## src/rtl/bcd_scan_display.sv

```systemverilog
// Binary-to-BCD converter (shift-add-3, one bit per cycle) driving a
// time-multiplexed common-anode 7-segment display with leading-zero blanking.
module bcd_scan_display #(
  parameter int unsigned DIGITS        = 4,
  parameter int unsigned WIDTH         = 14,
  parameter int unsigned REFRESH_DIV   = 50000,
  parameter int unsigned BLANK_LEADING = 1
) (
  input  logic              clk,
  input  logic              rst_n,
  input  logic [WIDTH-1:0]  value,
  input  logic              load,
  output logic [6:0]        seg,
  output logic [DIGITS-1:0] an,
  output logic              busy,
  output logic              overflow
);

  // Decimal digits needed to hold the largest WIDTH-bit value.
  function automatic int unsigned dec_digits(input int unsigned w);
    longint unsigned m;
    int unsigned     n;
    m = (64'd1 << w) - 64'd1;
    n = 0;
    do begin
      n++;
      m = m / 64'd10;
    end while (m != 64'd0);
    return n;
  endfunction

  localparam int unsigned NIB_W = dec_digits(WIDTH);
  localparam int unsigned BCD_N = (NIB_W > DIGITS) ? NIB_W : DIGITS;
  localparam int unsigned BW    = 4 * BCD_N;
  localparam int unsigned CW    = $clog2(WIDTH + 1);
  localparam int unsigned PW    = (REFRESH_DIV > 1) ? $clog2(REFRESH_DIV) : 1;
  localparam int unsigned IW    = (DIGITS > 1) ? $clog2(DIGITS) : 1;

  localparam logic [6:0] SEG_BLANK = 7'b1111111;
  localparam logic [6:0] SEG_DASH  = 7'b0111111;
  localparam logic [6:0] SEG_ZERO  = 7'b1000000;

  typedef enum logic [1:0] {
    S_IDLE = 2'd0,
    S_CONV = 2'd1,
    S_DONE = 2'd2
  } state_e;

  function automatic logic [6:0] seg_of(input logic [3:0] d);
    case (d)
      4'd0:    return 7'b1000000;
      4'd1:    return 7'b1111001;
      4'd2:    return 7'b0100100;
      4'd3:    return 7'b0110000;
      4'd4:    return 7'b0011001;
      4'd5:    return 7'b0010010;
      4'd6:    return 7'b0000010;
      4'd7:    return 7'b1111000;
      4'd8:    return 7'b0000000;
      4'd9:    return 7'b0011000;
      default: return SEG_BLANK;
    endcase
  endfunction

  state_e                 state_q, state_d;
  logic [WIDTH-1:0]       shift_q, shift_d;
  logic [BW-1:0]          bcd_q, bcd_d;
  logic [BW-1:0]          bcd_adj;
  logic [CW-1:0]          cnt_q, cnt_d;
  logic [DIGITS-1:0][3:0] disp_q, disp_d;
  logic                   ovf_q, ovf_d;
  logic                   busy_q, busy_d;
  logic [PW-1:0]          presc_q, presc_d;
  logic [IW-1:0]          idx_q, idx_d;
  logic [DIGITS-1:0]      an_q, an_d;
  logic [6:0]             seg_q, seg_d;
  logic                   blank;

  // Conversion FSM: capture, WIDTH shift-add-3 steps, then publish.
  always_comb begin
    state_d = state_q;
    shift_d = shift_q;
    bcd_d   = bcd_q;
    cnt_d   = cnt_q;
    disp_d  = disp_q;
    ovf_d   = ovf_q;
    bcd_adj = bcd_q;
    case (state_q)
      S_IDLE: begin
        if (load) begin
          shift_d = value;
          bcd_d   = '0;
          cnt_d   = '0;
          state_d = S_CONV;
        end
      end
      S_CONV: begin
        for (int i = 0; i < int'(BCD_N); i++) begin
          if (bcd_q[4*i +: 4] >= 4'd5) bcd_adj[4*i +: 4] = bcd_q[4*i +: 4] + 4'd3;
        end
        {bcd_d, shift_d} = (BW + WIDTH)'({bcd_adj, shift_q} << 1);
        cnt_d = cnt_q + CW'(1);
        if (cnt_q == CW'(WIDTH - 1)) state_d = S_DONE;
      end
      S_DONE: begin
        for (int i = 0; i < int'(DIGITS); i++) disp_d[i] = bcd_q[4*i +: 4];
        // Any non-zero nibble above the display width means the value does not fit.
        ovf_d = 1'b0;
        for (int i = int'(DIGITS); i < int'(BCD_N); i++) begin
          if (bcd_q[4*i +: 4] != 4'd0) ovf_d = 1'b1;
        end
        state_d = S_IDLE;
      end
      default: state_d = S_IDLE;
    endcase
    busy_d = (state_d != S_IDLE);
  end

  // Free-running digit scan, independent of the converter.
  always_comb begin
    presc_d = presc_q + PW'(1);
    idx_d   = idx_q;
    if (presc_q == PW'(REFRESH_DIV - 1)) begin
      presc_d = '0;
      idx_d   = (idx_q == IW'(DIGITS - 1)) ? '0 : idx_q + IW'(1);
    end
  end

  // Segment selection: overflow dash, then leading blank, then the digit.
  always_comb begin
    blank = (BLANK_LEADING != 0) && (idx_q != '0);
    for (int i = 0; i < int'(DIGITS); i++) begin
      if ((IW'(i) >= idx_q) && (disp_q[i] != 4'd0)) blank = 1'b0;
    end
    if (ovf_q)      seg_d = SEG_DASH;
    else if (blank) seg_d = SEG_BLANK;
    else            seg_d = seg_of(disp_q[idx_q]);
    an_d = ~(DIGITS'(1) << idx_q);
  end

  always_ff @(posedge clk or negedge rst_n) begin
    if (!rst_n) begin
      state_q <= S_IDLE;
      shift_q <= '0;
      bcd_q   <= '0;
      cnt_q   <= '0;
      disp_q  <= '0;
      ovf_q   <= 1'b0;
      busy_q  <= 1'b0;
      presc_q <= '0;
      idx_q   <= '0;
      an_q    <= ~DIGITS'(1);
      seg_q   <= SEG_ZERO;
    end else begin
      state_q <= state_d;
      shift_q <= shift_d;
      bcd_q   <= bcd_d;
      cnt_q   <= cnt_d;
      disp_q  <= disp_d;
      ovf_q   <= ovf_d;
      busy_q  <= busy_d;
      presc_q <= presc_d;
      idx_q   <= idx_d;
      an_q    <= an_d;
      seg_q   <= seg_d;
    end
  end

  assign seg      = seg_q;
  assign an       = an_q;
  assign busy     = busy_q;
  assign overflow = ovf_q;

endmodule

```

## config.mk

```make
export PLATFORM = sky130hd
export DESIGN_NAME = bcd_scan_display
export DESIGN_NICKNAME = d
export VERILOG_FILES = /design/src/rtl/bcd_scan_display.sv
export SDC_FILE = /design/constraint.sdc
export NUM_CORES = 1
export LEC_CHECK = 0
export ABC_AREA = 1
export CELL_PAD_IN_SITES_DETAIL_PLACEMENT = 0
export CELL_PAD_IN_SITES_GLOBAL_PLACEMENT = 1
export CORE_MARGIN = 2
export CORE_UTILIZATION = 47
export CTS_BUF_LIST = sky130_fd_sc_hd__clkbuf_8
export DETAILED_ROUTE_END_ITERATION = 8
export PLACE_DENSITY_LB_ADDON = 0.1
export SLEW_MARGIN = 30
export SYNTH_ARGS = -nofsm -noshare
export SYNTH_HDL_FRONTEND = slang
export SYNTH_SLANG_ARGS = --single-unit
```

## constraint.sdc

```tcl
create_clock -name clk -period 1.9 [get_ports clk]
set_clock_uncertainty 0.1 [all_clocks]
set_input_delay 0.38 -clock clk [delete_from_list [all_inputs] [get_ports clk]]
set_output_delay 0.38 -clock clk [all_outputs]
set_load 0.01 [all_outputs]
```

==> impl_results.md, run 1 <==
* Largest net degree at the start of global routing at 34
* Total grt overflow at 0
* Final WL at ~8500 µm
* Post-Syn Instances at between 500 and 600
* Number of synthesized flops with an enable pin at 0
* Outcome: complete, no violations
* DR iter-0 viols at 107
* Seq. cell area at about 2200 µm²
* Max frequency at 0.559 GHz
* Flops & latches, synth at 87
* Initial core utilization at 48.3%
* Worst path depth at 1
* Min Tclk post-route at about 1800 ps
* Vias in the first global route at about 3300
* Slowest stage cell, crit path: clkdlybuf4s50_1
* Placed Cells at ~650
* Mapped Area at between 4000 and 5000 µm²
* Crit path buf inv count at 1
* Final hold violations at 0
* Area Overhead vs Synth at 15.5%
* Setup TNS at 0 ps
* Vias post-DR at ~3400
* Row cnt at 35
* Cell taking the most area after synthesis: dfrtp_1
* Slew headroom at 71.7%
* Synth Flop Type: dfrtp_1
* CTS Root Cell: clkbuf_8
* Post-route ant nets at 0
* CP peak stage delay at between 500 and 600 ps
* IO Port Bufs at 29
* Fin cells at roughly 670
* Post-synth net total at between 500 and 600
* Actual slew at the worst max-slew pin at around 420 ps
* DRT Pass-1 Iters at 4
* Top-count cell post-synth: nand2_1
* PwrDens at approximately 1400 nW/µm²
* Dpl hpwl at 6210 µm
* Max_cap viols at 0
* Clk slew on worst S/H paths at approximately 90 ps
* Library cells used by synthesis at 38
* Fillers at a little under 900
* Synth top area share at between 40% and 50%
* GRT Total Usage at a little under a fifth
* Worst Path Required at ~1400 ps
* Total setup buffers inserted after CTS at 0
* Die height at approximately 100 µm
* Setup crit end kind: output pin
* Yosys warns at 0
* Worst r2r path cells at 7
* Mean Syn Cell Area at slightly below 9 µm²
* Die ar. at about 10000 µm²
* Average via count per standard cell at roughly 5.1
* Share of post-route cells with drive strength above 1 at 11.5%
* Leak at 2.46 nW
* CTS Buffer Depth at 2
* Critical path type: reg -> out
* CTS tree: yes
* Clk_lat worst skew at between 300 and 400 ps
* Num CTS Buffers at 9
* Async SR Flop Fraction at 100%
* CP startpoint kind: flop
* Number of I/O pins at 30
* Multi-input logic area at 1910 µm²
* DR DRC count at 0
* Sequential area share after synthesis at about half
* H-tree depth at 3
* Worst IR Drop VDD at 0.000720 V
* Clk sink count at 87
* Critical path, cell by cell: clkdlybuf4s50_1
* Post-DR wirelength/cell at between 10 and 15 µm
* Reg-to-reg slack, setup at about 160 ps
* Finish-stage setup viols at 0
* Nets at 594
* Area contributors post-synth: dfrtp_1 47%, nand2_1 7.6%, ha_1 6.8%
* RSZ-0062 raised after global routing: no
* Fin. max-slew vios at 0
* CP Data Arrival Time at ~1300 ps
* CP max FO at 2
* Ratio of final minimum period to clock period at 94.2%
* Cell family with most CP delay: buffers and inverters
* Initial antenna violation count at 0
* GPL Wtd Cong at roughly 0.79
* Hold Crit Class: in -> async
* Most common library cells after synthesis: 90 x nand2_1, 83 x dfrtp_1, 65 x inv_1
* Antenna cells at 0
* Core footprint at roughly 9200 µm²
* Die W at 101 µm
* First-pass GRT wire length at between 10000 and 15000 µm
==> cells by family (layout without fill, tap and decap cells) <==
group / Yosys count / after routing / synth area share (%)
simple gates: 198 / 198 / 20.5
buf+inv: 87 / 132 / 8.05
flops: 87 / 87 / 49.1
fa+ha+maj: 24 / 24 / 6.76
compound gates: 103 / 103 / 12.8
xor+xnor: 14 / 14 / 2.76
==> per-layer routing <==
layer,part of all wire [%],GRT usage (%)
met5,0,0
met4,1.6,5.61
met3,2.9,4.14
met2,47,30.4
met1,49,23.7
==> metrics by stage <==
| stage | hold WS [ps] | util [%] | power (mW) | setup WS (ps) | instance area (µm²) |
|---|---|---|---|---|---|
| 6_report | 387 | 55.8 | 6.94 | 111 | 5130 |
| 5_1_grt | 414 | 55.8 | 7.63 | 4.56 | 5130 |
| 4_1_cts | 384 | 55.7 | 7.04 | 0.938 | 5120 |
| 3_5_place_dp | 244 | 53.7 | 5.83 | 139 | 4940 |
| 3_3_place_gp | 244 | 53.7 | 5.77 | 185 | 4940 |
| 2_1_floorplan | -15.6 | - | 4.92 | 122 | 4440 |
==> final cells by class <==
cell class	count	share of cell area [%]
clock inverter	6	0.731
multi-input combinational	339	37.2
sequential	87	42.5
clock buffer	10	2.68
timing repair buffer	43	8.80
inverter	73	5.39
tap	111	2.71
==> worst register-to-register path, stage by stage (launching register included) <==
cell and delay [ps]:
dfrtp_1 400, ha_1 260, nand2_1 130, nor2_4 160
nand4_1 160, nor2_4 200, buf_4 180, nor3b_1 60
==> cells in the final DEF, fill, tap and decap left out, drive strengths merged, types with 2 or more instances in the layout <==
| cell type | count |
|---|---|
| ha | 24 |
| a21oi | 17 |
| nand2 | 100 |
| o22ai | 9 |
| nor3 | 6 |
| or2 | 8 |
| dfrtp | 83 |
| buf | 14 |
| dlymetal6s2s | 3 |
| o21ai | 62 |
| clkdlybuf4s50 | 24 |
| inv | 74 |
| nand4 | 5 |
| clkinv | 3 |
| nor2 | 43 |
| xor2 | 14 |
| dfstp | 4 |
| nand3 | 35 |
| o221ai | 3 |
| clkinvlp | 2 |
| a22oi | 7 |
| clkbuf | 10 |
==> timing repair <==
item / in CTS / in global routing
pin swaps: 0 / 1
hold endpoints to repair: 24 / 0
hold buffers: 1 / 0
setup endpoints to repair: 1 / 11
gates resized for setup: 1 / 4
==> state kept, by name, indices dropped and copies added (netlist names) <==
| register | count |
|---|---|
| an | 4 |
| bcd_q | 20 |
| busy | 1 |
| cnt_q | 4 |
| disp_q | 16 |
| idx_q | 2 |
| overflow | 1 |
| presc_q | 16 |
| seg | 7 |
| shift_q | 14 |
| state_q | 2 |
==> path summary, 6_finish.rpt <==
path                            startpoint          to
worst max-delay path              overflow    overflow
worst min-delay path                 rst_n  presc_q[5]
worst max register to register  presc_q[0]  presc_q[6]
worst min register to register  presc_q[0]  presc_q[0]
max in group asynchronous            rst_n  state_q[1]
min in group clk                presc_q[0]  presc_q[0]
==> power by group <==
part / internal, mW / switching, mW / leakage, nW
clock network: 0.504 / 0.666 / 0.0895
registers: 2.48 / 0.394 / 1.10
logic: 1.24 / 1.66 / 1.26
total: 4.23 / 2.72 / 2.46
Power figures use the tool's default switching activity.
==> run 2: changes to the inputs <==
CTS_CLUSTER_DIAMETER = 60   (was default)
==> results of run 2 <==
No change in the layout: final DEF, timing and power equal those of run 1.
==> run 3: changes to the inputs <==
--- a/config.mk
+++ b/config.mk
@@ -15,5 +15,6 @@
 export DETAILED_ROUTE_END_ITERATION = 8
 export PLACE_DENSITY_LB_ADDON = 0.1
-export SLEW_MARGIN = 30
+export SKIP_LAST_GASP = 1
+export SLEW_MARGIN = 25
 export SYNTH_ARGS = -nofsm -noshare
 export SYNTH_HDL_FRONTEND = slang
==> constraint.sdc (replaced) <==
create_clock -name clk -period 1.9 [get_ports clk]
set_clock_uncertainty 0.1 [all_clocks]
set_input_delay 0.38 -clock clk [delete_from_list [all_inputs] [get_ports clk]]
set_output_delay 0.38 -clock clk [all_outputs]
set_load 0.1 [all_outputs]
==> impl_results.md, run 3 (synthesis gave the netlist of run 1 again) <==
* Outcome: complete, no violations
* Share of post-route cells with drive strength above 1 at 14.0% (+2.5 points)
* Die height at 101 µm (unchanged)
* Num CTS Buffers at 9 (unchanged)
* DR iter-0 viols at 139 (+30%)
* CP startpoint kind: flop
* Area Overhead vs Synth at 19.5%
* Setup TNS at 0 ps (unchanged)
* DR DRC count at 0 (unchanged)
* GPL Wtd Cong at 0.800 (+1.2%)
* RSZ-0062 raised after global routing: no
* Average via count per standard cell at 5.09 (-0.24%)
* Dpl hpwl at 6130 µm (-1.4%)
* Met3 Use GR at 2.76% (-1.4 points)
* Global-route met2 utilization at 29.3% (-1.1 points)
* Critical path type: reg -> reg
* Worst r2r path cells at 7 (unchanged)
* Hold path depth at 1
* Initial core utilization at 48.3% (unchanged)
* Hold Crit Class: reg -> reg
* PwrDens at 1490 nW/µm² (+9.8%)
* CP Data Arrival Time at 1830 ps (+520 ps)
* Commonest non-fill, non-tap cell in the layout: nand2_1
* Post-DR wirelength/cell at 12.3 µm (-2.6%)
* Clk slew on worst S/H paths at 90 ps (about the same)
* CTS tree: yes
* DRT Pass-1 Iters at 4 (unchanged)
* CTS Buffer Depth at 2 (unchanged)
* Worst IR Drop VDD at 0.000799 V (+11%)
* CP max FO at 7 (+5)
* P_sw at 3.23 mW (+19%)
* Number of I/O pins at 30 (unchanged)
* Core footprint at 9200 µm² (unchanged)
* Dpl ws at 150 ps (+11.1 ps)
* Die ar. at 10200 µm² (unchanged)
* Slew headroom at 71.4% (-0.31 points)
* Worst Path Required at 2050 ps (+630 ps)
* GRT Total Usage at 17.9% (-0.31 points)
* Cell-internal power at 4.66 mW (+10%)
* Ratio of final minimum period to clock period at 88.8% (-5.4 points)
* Placed cell area at 5070 µm² (+2.6%)
* Largest net degree at the start of global routing at 33 (-2.9%)
* Finish-stage setup viols at 0 (unchanged)
* Largest regs: bcd_q: 20 flops, disp_q: 16 flops, presc_q: 16 flops
* Clk_lat worst skew at 350 ps (about the same)
* GR Layer Usage met1 at 24.3% (+0.66 points)
* IO Port Bufs at 29 (unchanged)
* H-tree depth at 3 (unchanged)
* Vias post-DR at 3409 (-0.088%)
* GRT busiest layer: met2
* Actual slew at the worst max-slew pin at 429 ps (+4.68 ps)
* Die W at 101 µm (unchanged)
* Total grt overflow at 0 (unchanged)
* Fin area at 5310 µm² (+3.5%)
* Min Tclk post-route at 1690 ps (-103 ps)
* Max frequency at 0.593 GHz (+6.1%)
* Post-route ant nets at 0 (unchanged)
* Nets at 596 (+0.34%)
* Final setup margin at 214 ps (+103 ps)
* Max reg flops at 20 (unchanged)
* Antenna cells at 0 (unchanged)
* CTS Root Cell: clkbuf_8
* First-pass GRT wire length at 14700 µm (-1.5%)
* Clk sink count at 87 (unchanged)
* Fraction of power consumed by the clock network at 17.6% (+0.8 points)
* Final hold violations at 0 (unchanged)
* Vias in the first global route at 3287 (-1.6%)
* Setup crit end kind: flop
* Sequential Power Share at 37.1% (-4.3 points)
* Initial antenna violation count at 0 (unchanged)
* Max_cap viols at 0 (unchanged)
* Final WL at 8260 µm (-2.5%)
* Gate power share at 45.4% (+3.6 points)
* Fin. max-slew vios at 0 (unchanged)
* Commonest non-fill, non-tap cells in the layout: 90 x nand2_1, 83 x dfrtp_1, 67 x inv_1, 49 x o21ai_0, 39 x nor2_1
* Sw frac at 40.9% (+1.8 points)
* Row cnt at 35 (unchanged)
* Leak at 2.55 nW (+3.9%)
* Reg with most FFs: bcd_q
[run 3: changes by cell type in the layout (fill, tap and decap cells not counted), moves of 2 or more]
| cell | previous run | this run |
|---|---|---|
| dlymetal6s2s_1 | 3 | 0 |
| bufinv_16 | 0 | 2 |
| clkdlybuf4s50_1 | 24 | 15 |
| clkinv_2 | 2 | 0 |
| buf_12 | 4 | 17 |
| buf_4 | 10 | 12 |
[run 3: path summary, 6_finish.rpt]
check,start,endpoint,slack [ps]
setup reg to reg,presc_q[0],presc_q[6],210
setup / recovery,presc_q[0],presc_q[6],210
min in group asynchronous,rst_n,presc_q[5],410
max in group asynchronous,rst_n,bcd_q[7],770
hold reg to reg,presc_q[0],presc_q[0],390
hold / removal,presc_q[0],presc_q[0],390
[run 3: area by class of cell]
| class | instances | area [µm²] |
|---|---|---|
| Fill cell | 830 | 3880 |
| Clock inverter | 5 | 75.1 |
| Clock buffer | 10 | 138 |
| Tap cell | 111 | 139 |
| Sequential cell | 87 | 2180 |
| Timing Repair Buffer | 45 | 591 |
| Multi-Input combinational cell | 339 | 1910 |
| Inverter | 73 | 277 |
[run 3: metrics by stage]
step	cells	util (%)	hold slack (ps)	power, mW
CTS	668	57.5	394	7.97
global placement	652	55.1	253	6.50
finish	670	57.8	394	7.89
global route	670	57.8	433	8.57
floorplan	513	-	-15.6	5.43
detailed placement	652	55.1	253	6.55
[run 3: layer usage]
| layer | vias up | share of wire [%] |
|---|---|---|
| met1 | 1596 | 49 |
| met5 | - | 0 |
| met4 | 0 | 1.5 |
| li1 | 1756 | - |
| met3 | 11 | 2.4 |
| met2 | 46 | 47 |
[run 3: timing repair]
| action | CTS | global route |
|---|---|---|
| setup buffers | 0 | 2 |
| hold endpoints to repair | 25 | 0 |
| gates resized for setup | 0 | 2 |
| hold buffers | 1 | 0 |
| setup endpoints to repair | 0 | 8 |
[run 3: power by group through the flow]
stage	logic [mW]	registers [mW]	clock network [mW]
after floorplan	2.06	3.38	0
after global placement	3.55	2.95	0
after detailed placement	3.59	2.96	0
after CTS	3.61	2.93	1.44
after global routing	4.06	3.01	1.50
final	3.58	2.92	1.39
[run 3: worst max-delay path, cell delays in order (launching register included)]
cell	delay, ps
dfrtp_1	400
ha_2	240
nand2_1	110
nor2_4	150
nand4_1	150
nor2_4	200
buf_4	170
nor3b_1	50
